[config.mk]
export PLATFORM = sky130hd
export DESIGN_NAME = muldiv_sequencer_flat
export DESIGN_NICKNAME = d
export VERILOG_FILES = /design/src/rtl/muldiv_sequencer_if.sv /design/src/rtl/muldiv_sequencer.sv /design/src/flat_wrapper.sv
export SDC_FILE = /design/constraint.sdc
export NUM_CORES = 1
export LEC_CHECK = 0
export CAP_MARGIN = 40
export CORE_MARGIN = 2
export CORE_UTILIZATION = 58
export DETAILED_ROUTE_END_ITERATION = 7
export PLACE_DENSITY = 0.87
export SLEW_MARGIN = 25
export SYNTH_ARGS = -nofsm -noshare
export SYNTH_HDL_FRONTEND = slang
export SYNTH_SLANG_ARGS = --single-unit
[constraint.sdc]
create_clock -name clock_i -period 4 [get_ports clock_i]
set_input_delay 0.8 -clock clock_i [delete_from_list [all_inputs] [get_ports clock_i]]
set_output_delay 0.8 -clock clock_i [all_outputs]
set_load 0.01 [all_outputs]
[src/rtl/muldiv_sequencer_if.sv]
// Handshake/result bundle between the EX stage and the multiply/divide sequencer.
//   master (execute): drives start, op, data_ra, data_rb, hilo_rd, wr_hi, wr_lo, flush;
//                     observes stall, busy, done, hi, lo.
//   slave (sequencer): the reverse direction of every signal above.
interface muldiv_sequencer_if #(
    parameter int unsigned NB_DATA = 32
);
    logic               start;    // valid mul/div op in EX
    logic [1:0]         op;       // 00 MULT, 01 MULTU, 10 DIV, 11 DIVU
    logic [NB_DATA-1:0] data_ra;  // rs, post-forwarding
    logic [NB_DATA-1:0] data_rb;  // rt, post-forwarding
    logic               hilo_rd;  // MFHI/MFLO in EX
    logic               wr_hi;    // MTHI
    logic               wr_lo;    // MTLO
    logic               flush;    // squash in-flight op
    logic               stall;    // hold IF/ID/EX
    logic               busy;     // sequencer not idle
    logic               done;     // HI/LO written this cycle
    logic [NB_DATA-1:0] hi;
    logic [NB_DATA-1:0] lo;

    modport master (
        output start, op, data_ra, data_rb, hilo_rd, wr_hi, wr_lo, flush,
        input  stall, busy, done, hi, lo
    );

    modport slave (
        input  start, op, data_ra, data_rb, hilo_rd, wr_hi, wr_lo, flush,
        output stall, busy, done, hi, lo
    );
endinterface

[src/rtl/muldiv_sequencer.sv]
// Iterative MULT/MULTU/DIV/DIVU unit that sits beside the EX-stage ALU and owns HI/LO.
// One shift-add (multiply) or restoring-divide step per cycle, NB_DATA steps per op.
// Ports:
//   clock_i  rising-edge clock
//   reset_i  synchronous active-low reset
//   bus      slave side of muldiv_sequencer_if (op request, MTHI/MTLO, MFHI/MFLO,
//            flush in; stall, busy, done, hi, lo out)
module muldiv_sequencer #(
    parameter int unsigned NB_DATA = 32,
    parameter int unsigned NB_CNT  = 5
) (
    input logic               clock_i,
    input logic               reset_i,
    muldiv_sequencer_if.slave bus
);

    typedef enum logic [1:0] {StIdle, StCalc, StFinish} state_e;

    state_e               state_q, state_d;
    logic [NB_CNT-1:0]    cnt_q, cnt_d;
    logic [NB_DATA-1:0]   acc_q, acc_d;    // product high half / partial remainder
    logic [NB_DATA-1:0]   q_q, q_d;        // multiplier -> product low half / dividend -> quotient
    logic [NB_DATA-1:0]   b_q, b_d;        // multiplicand / divisor magnitude
    logic                 is_div_q, is_div_d;
    logic                 neg_res_q, neg_res_d;  // negate product or quotient
    logic                 neg_rem_q, neg_rem_d;  // remainder follows dividend sign
    logic                 dz_q, dz_d;            // divide by zero
    logic [NB_DATA-1:0]   hi_q, hi_d;
    logic [NB_DATA-1:0]   lo_q, lo_d;

    logic                 is_signed;
    logic                 sgn_a, sgn_b;
    logic [NB_DATA-1:0]   mag_a, mag_b;
    logic [NB_DATA:0]     add_sum;
    logic [NB_DATA:0]     div_sh;
    logic [NB_DATA:0]     div_trial;
    logic [2*NB_DATA-1:0] prod, prod_neg;

    // Signed ops are MULT (00) and DIV (10).
    assign is_signed = ~bus.op[0];
    assign sgn_a     = is_signed & bus.data_ra[NB_DATA-1];
    assign sgn_b     = is_signed & bus.data_rb[NB_DATA-1];
    assign mag_a     = sgn_a ? -bus.data_ra : bus.data_ra;
    assign mag_b     = sgn_b ? -bus.data_rb : bus.data_rb;

    // Multiply step: conditional add with carry kept in bit NB_DATA for the right shift.
    assign add_sum   = q_q[0] ? ({1'b0, acc_q} + {1'b0, b_q}) : {1'b0, acc_q};

    // Divide step: shift next dividend bit into the remainder and trial-subtract.
    assign div_sh    = {acc_q, q_q[NB_DATA-1]};
    assign div_trial = div_sh - {1'b0, b_q};

    assign prod      = {acc_q, q_q};
    assign prod_neg  = -prod;

    always_comb begin
        state_d   = state_q;
        cnt_d     = cnt_q;
        acc_d     = acc_q;
        q_d       = q_q;
        b_d       = b_q;
        is_div_d  = is_div_q;
        neg_res_d = neg_res_q;
        neg_rem_d = neg_rem_q;
        dz_d      = dz_q;
        hi_d      = hi_q;
        lo_d      = lo_q;

        unique case (state_q)
            StIdle: begin
                // MTHI/MTLO land even when an op starts this cycle; the result overwrites later.
                if (bus.wr_hi) hi_d = bus.data_ra;
                if (bus.wr_lo) lo_d = bus.data_ra;
                if (bus.start && !bus.flush) begin
                    is_div_d  = bus.op[1];
                    neg_res_d = sgn_a ^ sgn_b;
                    neg_rem_d = sgn_a;
                    acc_d     = '0;
                    cnt_d     = '0;
                    q_d       = mag_a;
                    b_d       = mag_b;
                    dz_d      = 1'b0;
                    state_d   = StCalc;
                    if (bus.op[1] && (bus.data_rb == '0)) begin
                        // Keep the raw dividend so HI can return it unmodified.
                        dz_d    = 1'b1;
                        q_d     = bus.data_ra;
                        state_d = StFinish;
                    end
                end
            end

            StCalc: begin
                if (bus.flush) begin
                    state_d = StIdle;
                end else begin
                    if (!is_div_q) begin
                        acc_d = add_sum[NB_DATA:1];
                        q_d   = {add_sum[0], q_q[NB_DATA-1:1]};
                    end else if (!div_trial[NB_DATA]) begin
                        acc_d = div_trial[NB_DATA-1:0];
                        q_d   = {q_q[NB_DATA-2:0], 1'b1};
                    end else begin
                        acc_d = div_sh[NB_DATA-1:0];
                        q_d   = {q_q[NB_DATA-2:0], 1'b0};
                    end
                    if (cnt_q == NB_CNT'(NB_DATA - 1)) begin
                        state_d = StFinish;
                    end else begin
                        cnt_d = cnt_q + NB_CNT'(1);
                    end
                end
            end

            StFinish: begin
                if (dz_q) begin
                    hi_d = q_q;
                    lo_d = '1;
                end else if (!is_div_q) begin
                    {hi_d, lo_d} = neg_res_q ? prod_neg : prod;
                end else begin
                    lo_d = neg_res_q ? -q_q : q_q;
                    hi_d = neg_rem_q ? -acc_q : acc_q;
                end
                state_d = StIdle;
            end

            default: state_d = StIdle;
        endcase
    end

    always_ff @(posedge clock_i) begin
        if (!reset_i) begin
            state_q   <= StIdle;
            cnt_q     <= '0;
            acc_q     <= '0;
            q_q       <= '0;
            b_q       <= '0;
            is_div_q  <= 1'b0;
            neg_res_q <= 1'b0;
            neg_rem_q <= 1'b0;
            dz_q      <= 1'b0;
            hi_q      <= '0;
            lo_q      <= '0;
        end else begin
            state_q   <= state_d;
            cnt_q     <= cnt_d;
            acc_q     <= acc_d;
            q_q       <= q_d;
            b_q       <= b_d;
            is_div_q  <= is_div_d;
            neg_res_q <= neg_res_d;
            neg_rem_q <= neg_rem_d;
            dz_q      <= dz_d;
            hi_q      <= hi_d;
            lo_q      <= lo_d;
        end
    end

    assign bus.busy  = (state_q != StIdle);
    assign bus.done  = (state_q == StFinish);
    assign bus.stall = bus.busy & (bus.start | bus.hilo_rd | bus.wr_hi | bus.wr_lo);
    assign bus.hi    = hi_q;
    assign bus.lo    = lo_q;

endmodule

[src/flat_wrapper.sv]
// flat-port wrapper written by rule: the top's interface ports become plain ports
module muldiv_sequencer_flat 
#(
    parameter int unsigned NB_DATA = 32,
    parameter int unsigned NB_CNT  = 5
)
  (clock_i, reset_i, bus_start, bus_op, bus_data_ra, bus_data_rb, bus_hilo_rd, bus_wr_hi, bus_wr_lo, bus_flush, bus_stall, bus_busy, bus_done, bus_hi, bus_lo);
  muldiv_sequencer_if #(.NB_DATA(NB_DATA)) bus_i ();
  input logic clock_i;
  input logic reset_i;
  input wire logic [$bits(bus_i.start)-1:0] bus_start;
  input wire logic [$bits(bus_i.op)-1:0] bus_op;
  input wire logic [$bits(bus_i.data_ra)-1:0] bus_data_ra;
  input wire logic [$bits(bus_i.data_rb)-1:0] bus_data_rb;
  input wire logic [$bits(bus_i.hilo_rd)-1:0] bus_hilo_rd;
  input wire logic [$bits(bus_i.wr_hi)-1:0] bus_wr_hi;
  input wire logic [$bits(bus_i.wr_lo)-1:0] bus_wr_lo;
  input wire logic [$bits(bus_i.flush)-1:0] bus_flush;
  output wire logic [$bits(bus_i.stall)-1:0] bus_stall;
  output wire logic [$bits(bus_i.busy)-1:0] bus_busy;
  output wire logic [$bits(bus_i.done)-1:0] bus_done;
  output wire logic [$bits(bus_i.hi)-1:0] bus_hi;
  output wire logic [$bits(bus_i.lo)-1:0] bus_lo;
  assign bus_i.start = bus_start;
  assign bus_i.op = bus_op;
  assign bus_i.data_ra = bus_data_ra;
  assign bus_i.data_rb = bus_data_rb;
  assign bus_i.hilo_rd = bus_hilo_rd;
  assign bus_i.wr_hi = bus_wr_hi;
  assign bus_i.wr_lo = bus_wr_lo;
  assign bus_i.flush = bus_flush;
  assign bus_stall = bus_i.stall;
  assign bus_busy = bus_i.busy;
  assign bus_done = bus_i.done;
  assign bus_hi = bus_i.hi;
  assign bus_lo = bus_i.lo;
  muldiv_sequencer #(.NB_DATA(NB_DATA), .NB_CNT(NB_CNT)) u_core (.clock_i(clock_i), .reset_i(reset_i), .bus(bus_i));
endmodule
==> impl_results.md, run 1 <==
* Power spent charging and discharging nets at about 1800 uW
* Clock Tree Buf Depth at 2
* Clock network fraction of design power at 0.335
* Avg Inst Size Synth at around 7.4 um2
* IO Count at 140
* Result of the run: completed
* Worst Tran Pin Value at around 0.85 ns
* Iteration count of the initial detailed-routing pass at 6
* Root buffer cell: clkbuf_16
* Total standard cell area after synthesis at roughly 14000 um2
* Count of buffers inserted at the top-level ports at 139
* Placed wire-length estimate at 34.7 mm
* Maximum number of pins on one net before global-route repair at 109
* Switch share at 0.351
* Clock sink total at about 170
* Wire length of the first global-routing pass at 76.2 mm
* Final critical path time including I/O delays and setup at between 3 and 4 ns
* Number of enable flip-flop cells after synthesis at 0
* Wire length after detailed routing at a little under 50 mm
* Final setup viols at 0
* Power per cell area at ~290 nW/um2
* Reported leakage power at between 0.006 and 0.007 uW
* CP startpoint kind: flop
* Remaining DRCs at 0
* Slew HR at 0.433
* Synthesized net count at between 2k and 2.5k
* Share of layout cells above drive strength 1 at 0.0703
* Clk pin slew, worst setup/hold paths at approximately 0.08 ns
* Distinct cell type count of the synthesized netlist at 75
* Data required time at the worst endpoint at around 4.3 ns
* Number of nets with antenna violations after detailed routing at 0
* Accumulated negative setup slack at 0 ns
* Cell internal power dissipation at roughly 3200 uW
* Die area at between 20000 and 30000 um2
* Flops & latches, synth at 171
* Area growth from synthesis to final layout at 17.0%
* Final worst-path setup slack at ~0.16 ns
* Global-route total usage across every layer at 0.358
* Count of standard-cell rows at 57
* TritonCTS clock tree: yes
* Per-cell routed wire length at 20.3 um
* Routability Congestion at between 0.9 and 1
* Classification of the worst setup path: flop to flop
* Max-cap viol count at 0
* Post-synthesis async set-or-reset flop share at 0
* Starting DRC count in detailed routing at 1873
* Number of buffers created by CTS at 17
* Chip Height at approximately 160 um
* Number of antenna violations at the first check in global routing at 0
* Crit path DAT at just over 4 ns
* Starting utilization of the core area at 0.593
* Fmax at approximately 260 MHz
* Endpoint type of the worst setup path: flop
* Worst setup skew after layout at around 0.014 ns
* Share of power burned in combinational logic at 0.277
* Cell count after synthesis at between 1.5k and 2k
* Width of the die at 162 um
* Number of max-slew violations in the final report at 0
* Biggest fanout along the worst timing path at 21
* Core region area at between 20000 and 25000 um2
* Most common cell after layout, fill and taps aside: nand2_1
* Minimum setup slack after placement at about 0.11 ns
* Antenna fix cells at 0
* Commonest non-fill, non-tap cells in the layout: 226 x nand2_1, 212 x a21oi_1, 169 x dfxtp_1, 138 x clkdlybuf4s50_1, 125 x nor2_1
* Post-route fraction of the period consumed by the critical path at 0.960
* Part of the power in registers at 0.387
* Tightest hold margin at 0.454 ns
* Final number of hold-violating endpoints at 0
* Ys flop type: dfxtp_1
* H-tree depth reported by CTS at 4
* Via total after detailed routing at 15.7k
* Peak ir drop on the vdd network at approximately 0.00024 V
* RSZ-0062 raised after global routing: no
* Via count of the first global-routing pass at approximately 15k
* Clock latency of the later-clocked register in the worst-skew pair at 0.45 ns
* Worst hold path type: flop to flop
* Average vias per placed instance at 6.63
* Sequential element share of the synthesized area at 0.237
* Remaining global-route overflow at 0
* Number of nets in the layout at 2181
* Warnings, synthesis at 0
## cell families after synthesis
family                   Yosys count  share of synthesized area
buffers and inverters            206                     0.0542
XOR/XNOR                         169                      0.102
AND/OR/NAND/NOR                  603                      0.197
adder cells (fa/ha/maj)           72                     0.0634
multiplexers                      39                     0.0280
AO/OA/AOI/OAI                    684                      0.318
flip-flops                       171                      0.237
## worst paths after layout
kind                     from                to  slack [ns]  cells after the start
max            u_core.q_q[31]  u_core.acc_q[10]        0.16                     14
min          u_core.bus.lo[4]  u_core.bus.lo[4]        0.45                      2
max reg2reg    u_core.q_q[31]  u_core.acc_q[10]        0.16                     14
min reg2reg  u_core.bus.lo[4]  u_core.bus.lo[4]        0.45                      2
## metrics by stage
stage          total power [uW]   util  instances  instance area [um2]
4_1_cts                    4930  0.691       2370                16900
6_report                   4980  0.693       2373                16900
5_1_grt                    5170  0.693       2373                16900
2_1_floorplan              2810      -       1944                14500
3_3_place_gp               3260  0.668       2338                16300
3_5_place_dp               3290  0.668       2338                16300
## per-layer routing
| layer | global-route usage | wire length (um) | vias up |
|---|---|---|---|
| met3 | 0.0582 | 5150 | 200 |
| met5 | 0 | 0 | - |
| met2 | 0.590 | 21800 | 988 |
| met4 | 0.187 | 2460 | 0 |
| li1 | - | - | 7285 |
| met1 | 0.451 | 18800 | 7271 |
## power by group through the flow
| stage | combinational (uW) | sequential (uW) | clock, uW |
|---|---|---|---|
| detailed placement | 1330 | 1960 | 0 |
| finish | 1380 | 1930 | 1670 |
| global route | 1490 | 1940 | 1740 |
| floorplan | 890 | 1920 | 0 |
| global placement | 1300 | 1960 | 0 |
| CTS | 1340 | 1920 | 1660 |
## area by class of cell
type / instances / area, um2
multi-input combinational: 1567 / 10300
tap: 324 / 405
clock buffer: 18 / 429
clock inverter: 14 / 146
fill: 2030 / 7490
sequential: 171 / 3430
timing repair buffer: 216 / 2000
inverter: 63 / 236
## synth_stat cells (33+ instances only)
master | instances | share of area
nand2_1 | 226 | 0.059
a21oi_1 | 212 | 0.073
dfxtp_1 | 171 | 0.24
nor2_1 | 127 | 0.033
clkbuf_1 | 125 | 0.032
o21ai_0 | 113 | 0.039
xnor2_1 | 100 | 0.061
ha_1 | 70 | 0.061
xor2_1 | 69 | 0.042
a211oi_1 | 66 | 0.034
inv_1 | 63 | 0.016
o221ai_1 | 48 | 0.029
nor2b_1 | 40 | 0.017
o211ai_1 | 36 | 0.019
nand3_1 | 33 | 0.011
## state kept, by name, indices dropped and copies added (netlist names)
| signal | cells |
|---|---|
| u_core.is_div_q | 1 |
| u_core.acc_q | 32 |
| u_core.dz_q | 1 |
| u_core.state_q | 2 |
| u_core.neg_res_q | 1 |
| u_core.bus.hi | 32 |
| u_core.bus.lo | 32 |
| u_core.neg_rem_q | 1 |
| u_core.cnt_q | 5 |
| u_core.b_q | 32 |
| u_core.q_q | 32 |
## worst max-delay path, cell delays in order (launching register included)
cell and delay [ns]:
dfxtp_1 0.41, inv_1 0.10, ha_1 0.23, fa_1 0.42, nand2b_1 0.18, a211o_1 0.30, a21oi_2 0.23, a2111oi_4 0.09
o31ai_4 0.37, a211oi_1 0.18, a311oi_4 0.32, buf_12 0.22, mux2_2 0.35, a21oi_1 0.15, o21ai_0 0.13
## repair_timing
action / 4_1_cts / 5_1_grt
setup buffers: 0 / 1
setup endpoints to repair: 0 / 1
hold buffers: 0 / 0
gates resized for setup: 0 / 1
(Power assumes the default switching activity.)
==> run 2, diff against run 1 <==
--- a/config.mk
+++ b/config.mk
@@ -7,9 +7,11 @@
 export LEC_CHECK = 0
 export CAP_MARGIN = 40
 export CORE_MARGIN = 2
-export CORE_UTILIZATION = 58
+export CORE_UTILIZATION = 40
 export DETAILED_ROUTE_END_ITERATION = 7
-export PLACE_DENSITY = 0.87
+export HOLD_SLACK_MARGIN = 0.08
+export PLACE_DENSITY = 0.65
+export RECOVER_POWER = 100
 export SLEW_MARGIN = 25
 export SYNTH_ARGS = -nofsm -noshare
 export SYNTH_HDL_FRONTEND = slang
==> run 2 against run 1 <==
  * Sequential power barely moved
  * Setup slack improved by 0.060 ns
  * Die area rose by 44%
  * Combinational power barely moved
  * Design area rose by 1.1%
  * Power fell by 0.34%
  * Clock-buffer cell count rose by 1
  * Critical path depth fell by 8
  * Non-clock buffer count rose by 14
  * Wire length rose by 5.3%
  * Register-to-register slack improved by 0.099 ns
  * Highest routed layer unchanged
  * Global-route usage fell by 9.6 points
  * Largest cell class unchanged
==> impl_results.md, run 2 (synthesis gave the netlist of run 1 again) <==
* Cell internal power dissipation at approximately 3300 uW
* Clock network fraction of design power at 0.335
* Gates resized, CTS repair at 0
* Filler instances at 3627
* Biggest fanout along the worst timing path at 66
* Clk pin slew, worst setup/hold paths at 0.08 ns
* Commonest non-fill, non-tap cells in the layout: 226 x nand2_1, 212 x a21oi_1, 170 x dfxtp_1, 126 x nor2_1, 117 x o21ai_0
* Chip Height at a little under 200 um
* Share of power burned in combinational logic at 0.278
* Fmax at around 260 MHz
* Data required time at the worst endpoint at between 4 and 5 ns
* Area of all placed cells without fillers at 17100 um2
* Endpoint type of the worst setup path: flop
* Clock sink total at 171
* Number of max-slew violations in the final report at 0
* Critical path, cell by cell: dlygate4sd3_1 -> nor2b_1 -> and2_0 -> buf_2 -> nand2_1 -> a21boi_0
* CP startpoint kind: input port
* Max-cap viol count at 0
* Die area at between 30000 and 40000 um2
* Wire length after detailed routing at about 50 mm
* Part of the power in registers at 0.387
* Via count of the first global-routing pass at between 10k and 15k
* Total power at roughly 5000 uW
* Number of nets in the layout at roughly 2.2k
* H-tree depth reported by CTS at 4
* Placed wire-length estimate at between 30 and 40 mm
* Classification of the worst setup path: input port to flop
* Final number of hold-violating endpoints at 0
* Cell count after placement at between 2k and 2.5k
* Worst reg-to-reg setup slack at about 0.26 ns
* Number of antenna violations at the first check in global routing at 2
* Power spent charging and discharging nets at about 1700 uW
* TritonCTS clock tree: yes
* IO Count at 140
* Maximum number of pins on one net before global-route repair at between 70 and 80
* Final Non-Filler Cells at 2523
* Worst setup skew after layout at ~0.018 ns
* Per-cell routed wire length at around 20 um
* Worst Tran Pin Value at approximately 1.4 ns
* Iteration count of the initial detailed-routing pass at 6
* Switch share at 0.340
* Average vias per placed instance at 6.02
* Final critical path time including I/O delays and setup at approximately 3.8 ns
* Remaining DRCs at 0
* Routability Congestion at ~0.95
* Post-placement cell area at roughly 17000 um2
* Reported leakage power at 0.00705 uW
* Core region area at about 36000 um2
* Number of buffers inserted to repair setup after CTS at 0
* Count of standard-cell rows at 69
* Starting DRC count in detailed routing at between 1k and 1.5k
* Slew HR at 0.0965
* Wire length of the first global-routing pass at between 70 and 80 mm
* Peak ir drop on the vdd network at 0.000268 V
* Area growth from synthesis to final layout at 18.3%
* Remaining global-route overflow at 0
* Power per cell area at 290 nW/um2
* Post-route fraction of the period consumed by the critical path at 0.945
* Final core area utilization at 0.481
* Width of the die at a little under 200 um
* Delay of the slowest cell on the worst path at approximately 1.0 ns
* Final setup viols at 0
* Accumulated negative setup slack at 0 ns
* Clock latency of the later-clocked register in the worst-skew pair at 0.46 ns
* Cts hold-fix bufs at 0
* Antenna fix cells at 0
* Number of buffers created by CTS at 17
* Cell with the largest stage delay on the worst path: buf_2
* Root buffer cell: clkbuf_16
* Count of buffers inserted at the top-level ports at 139
* Most common cell after layout, fill and taps aside: nand2_1
* Via total after detailed routing at approximately 15k
* Starting utilization of the core area at 0.406
* Crit path DAT at between 4 and 5 ns
* Worst hold path type: flop to flop
* Share of layout cells above drive strength 1 at 0.0684
* RSZ-0062 raised after global routing: no
* Clock Tree Buf Depth at 2
* Number of nets with antenna violations after detailed routing at 0
* Global-route total usage across every layer at 0.262
* Result of the run: completed
==> run 2: cell count changes in the layout (fill, tap and decap cells not counted), sizes merged, moves of 5 or more <==
cell / change
clkinvlp: +5
inv: -5
clkdlybuf4s50: -70
dlygate4sd3: +70
clkbuf: +12
==> run 2: power by group through the flow <==
| stage | logic [uW] | registers [uW] | clock network, uW |
|---|---|---|---|
| 2_1_floorplan | 890 | 1920 | 0 |
| 3_5_place_dp | 1380 | 1960 | 0 |
| 6_report | 1380 | 1920 | 1660 |
| 4_1_cts | 1380 | 1920 | 1690 |
| 3_3_place_gp | 1360 | 1950 | 0 |
| 5_1_grt | 1510 | 1930 | 1750 |
==> run 2: per-stage QoR <==
stage	hold WS (ns)	worst slack (ns)
floorplan	0.445	0.511
global placement	0.441	0.104
detailed placement	0.446	0.105
CTS	0.453	0.242
global route	0.466	0.0233
finish	0.449	0.221
==> run 2: routing by layer <==
metal | share of wire | vias to the layer above | GRT usage
met5 | 0 | - | 0
met4 | 0.030 | 0 | 0.0920
met3 | 0.069 | 74 | 0.0362
met2 | 0.46 | 632 | 0.430
met1 | 0.44 | 7171 | 0.351
li1 | - | 7313 | -
==> run 2: final cells by class <==
type                    instances  area [um2]  area share
clock inverters                12         115     0.00673
flip-flops and latches        171        3420       0.200
well taps                     461         577      0.0337
multi-input cells            1567       10200       0.598
clock buffers                  19         453      0.0265
inverters                      63         236      0.0138
repair buffers                230        2060       0.120
==> run 2: worst max-delay path, delay by kind of cell <==
kind / cells / cell delay [ns]
and+or+nand+nor: 3 / 1.49
AOI/OAI and AO/OA: 1 / 0.21
buffers and inverters: 2 / 1.62
==> run 2: path summary, 6_finish.rpt <==
kind,startpoint,end,depth (start not counted)
worst min-delay path,u_core.bus.lo[13],u_core.bus.lo[13],2
worst max register to register,u_core.acc_q[0],u_core.acc_q[31],14
worst min register to register,u_core.bus.lo[13],u_core.bus.lo[13],2
worst max-delay path,bus_flush,u_core.b_q[0],6
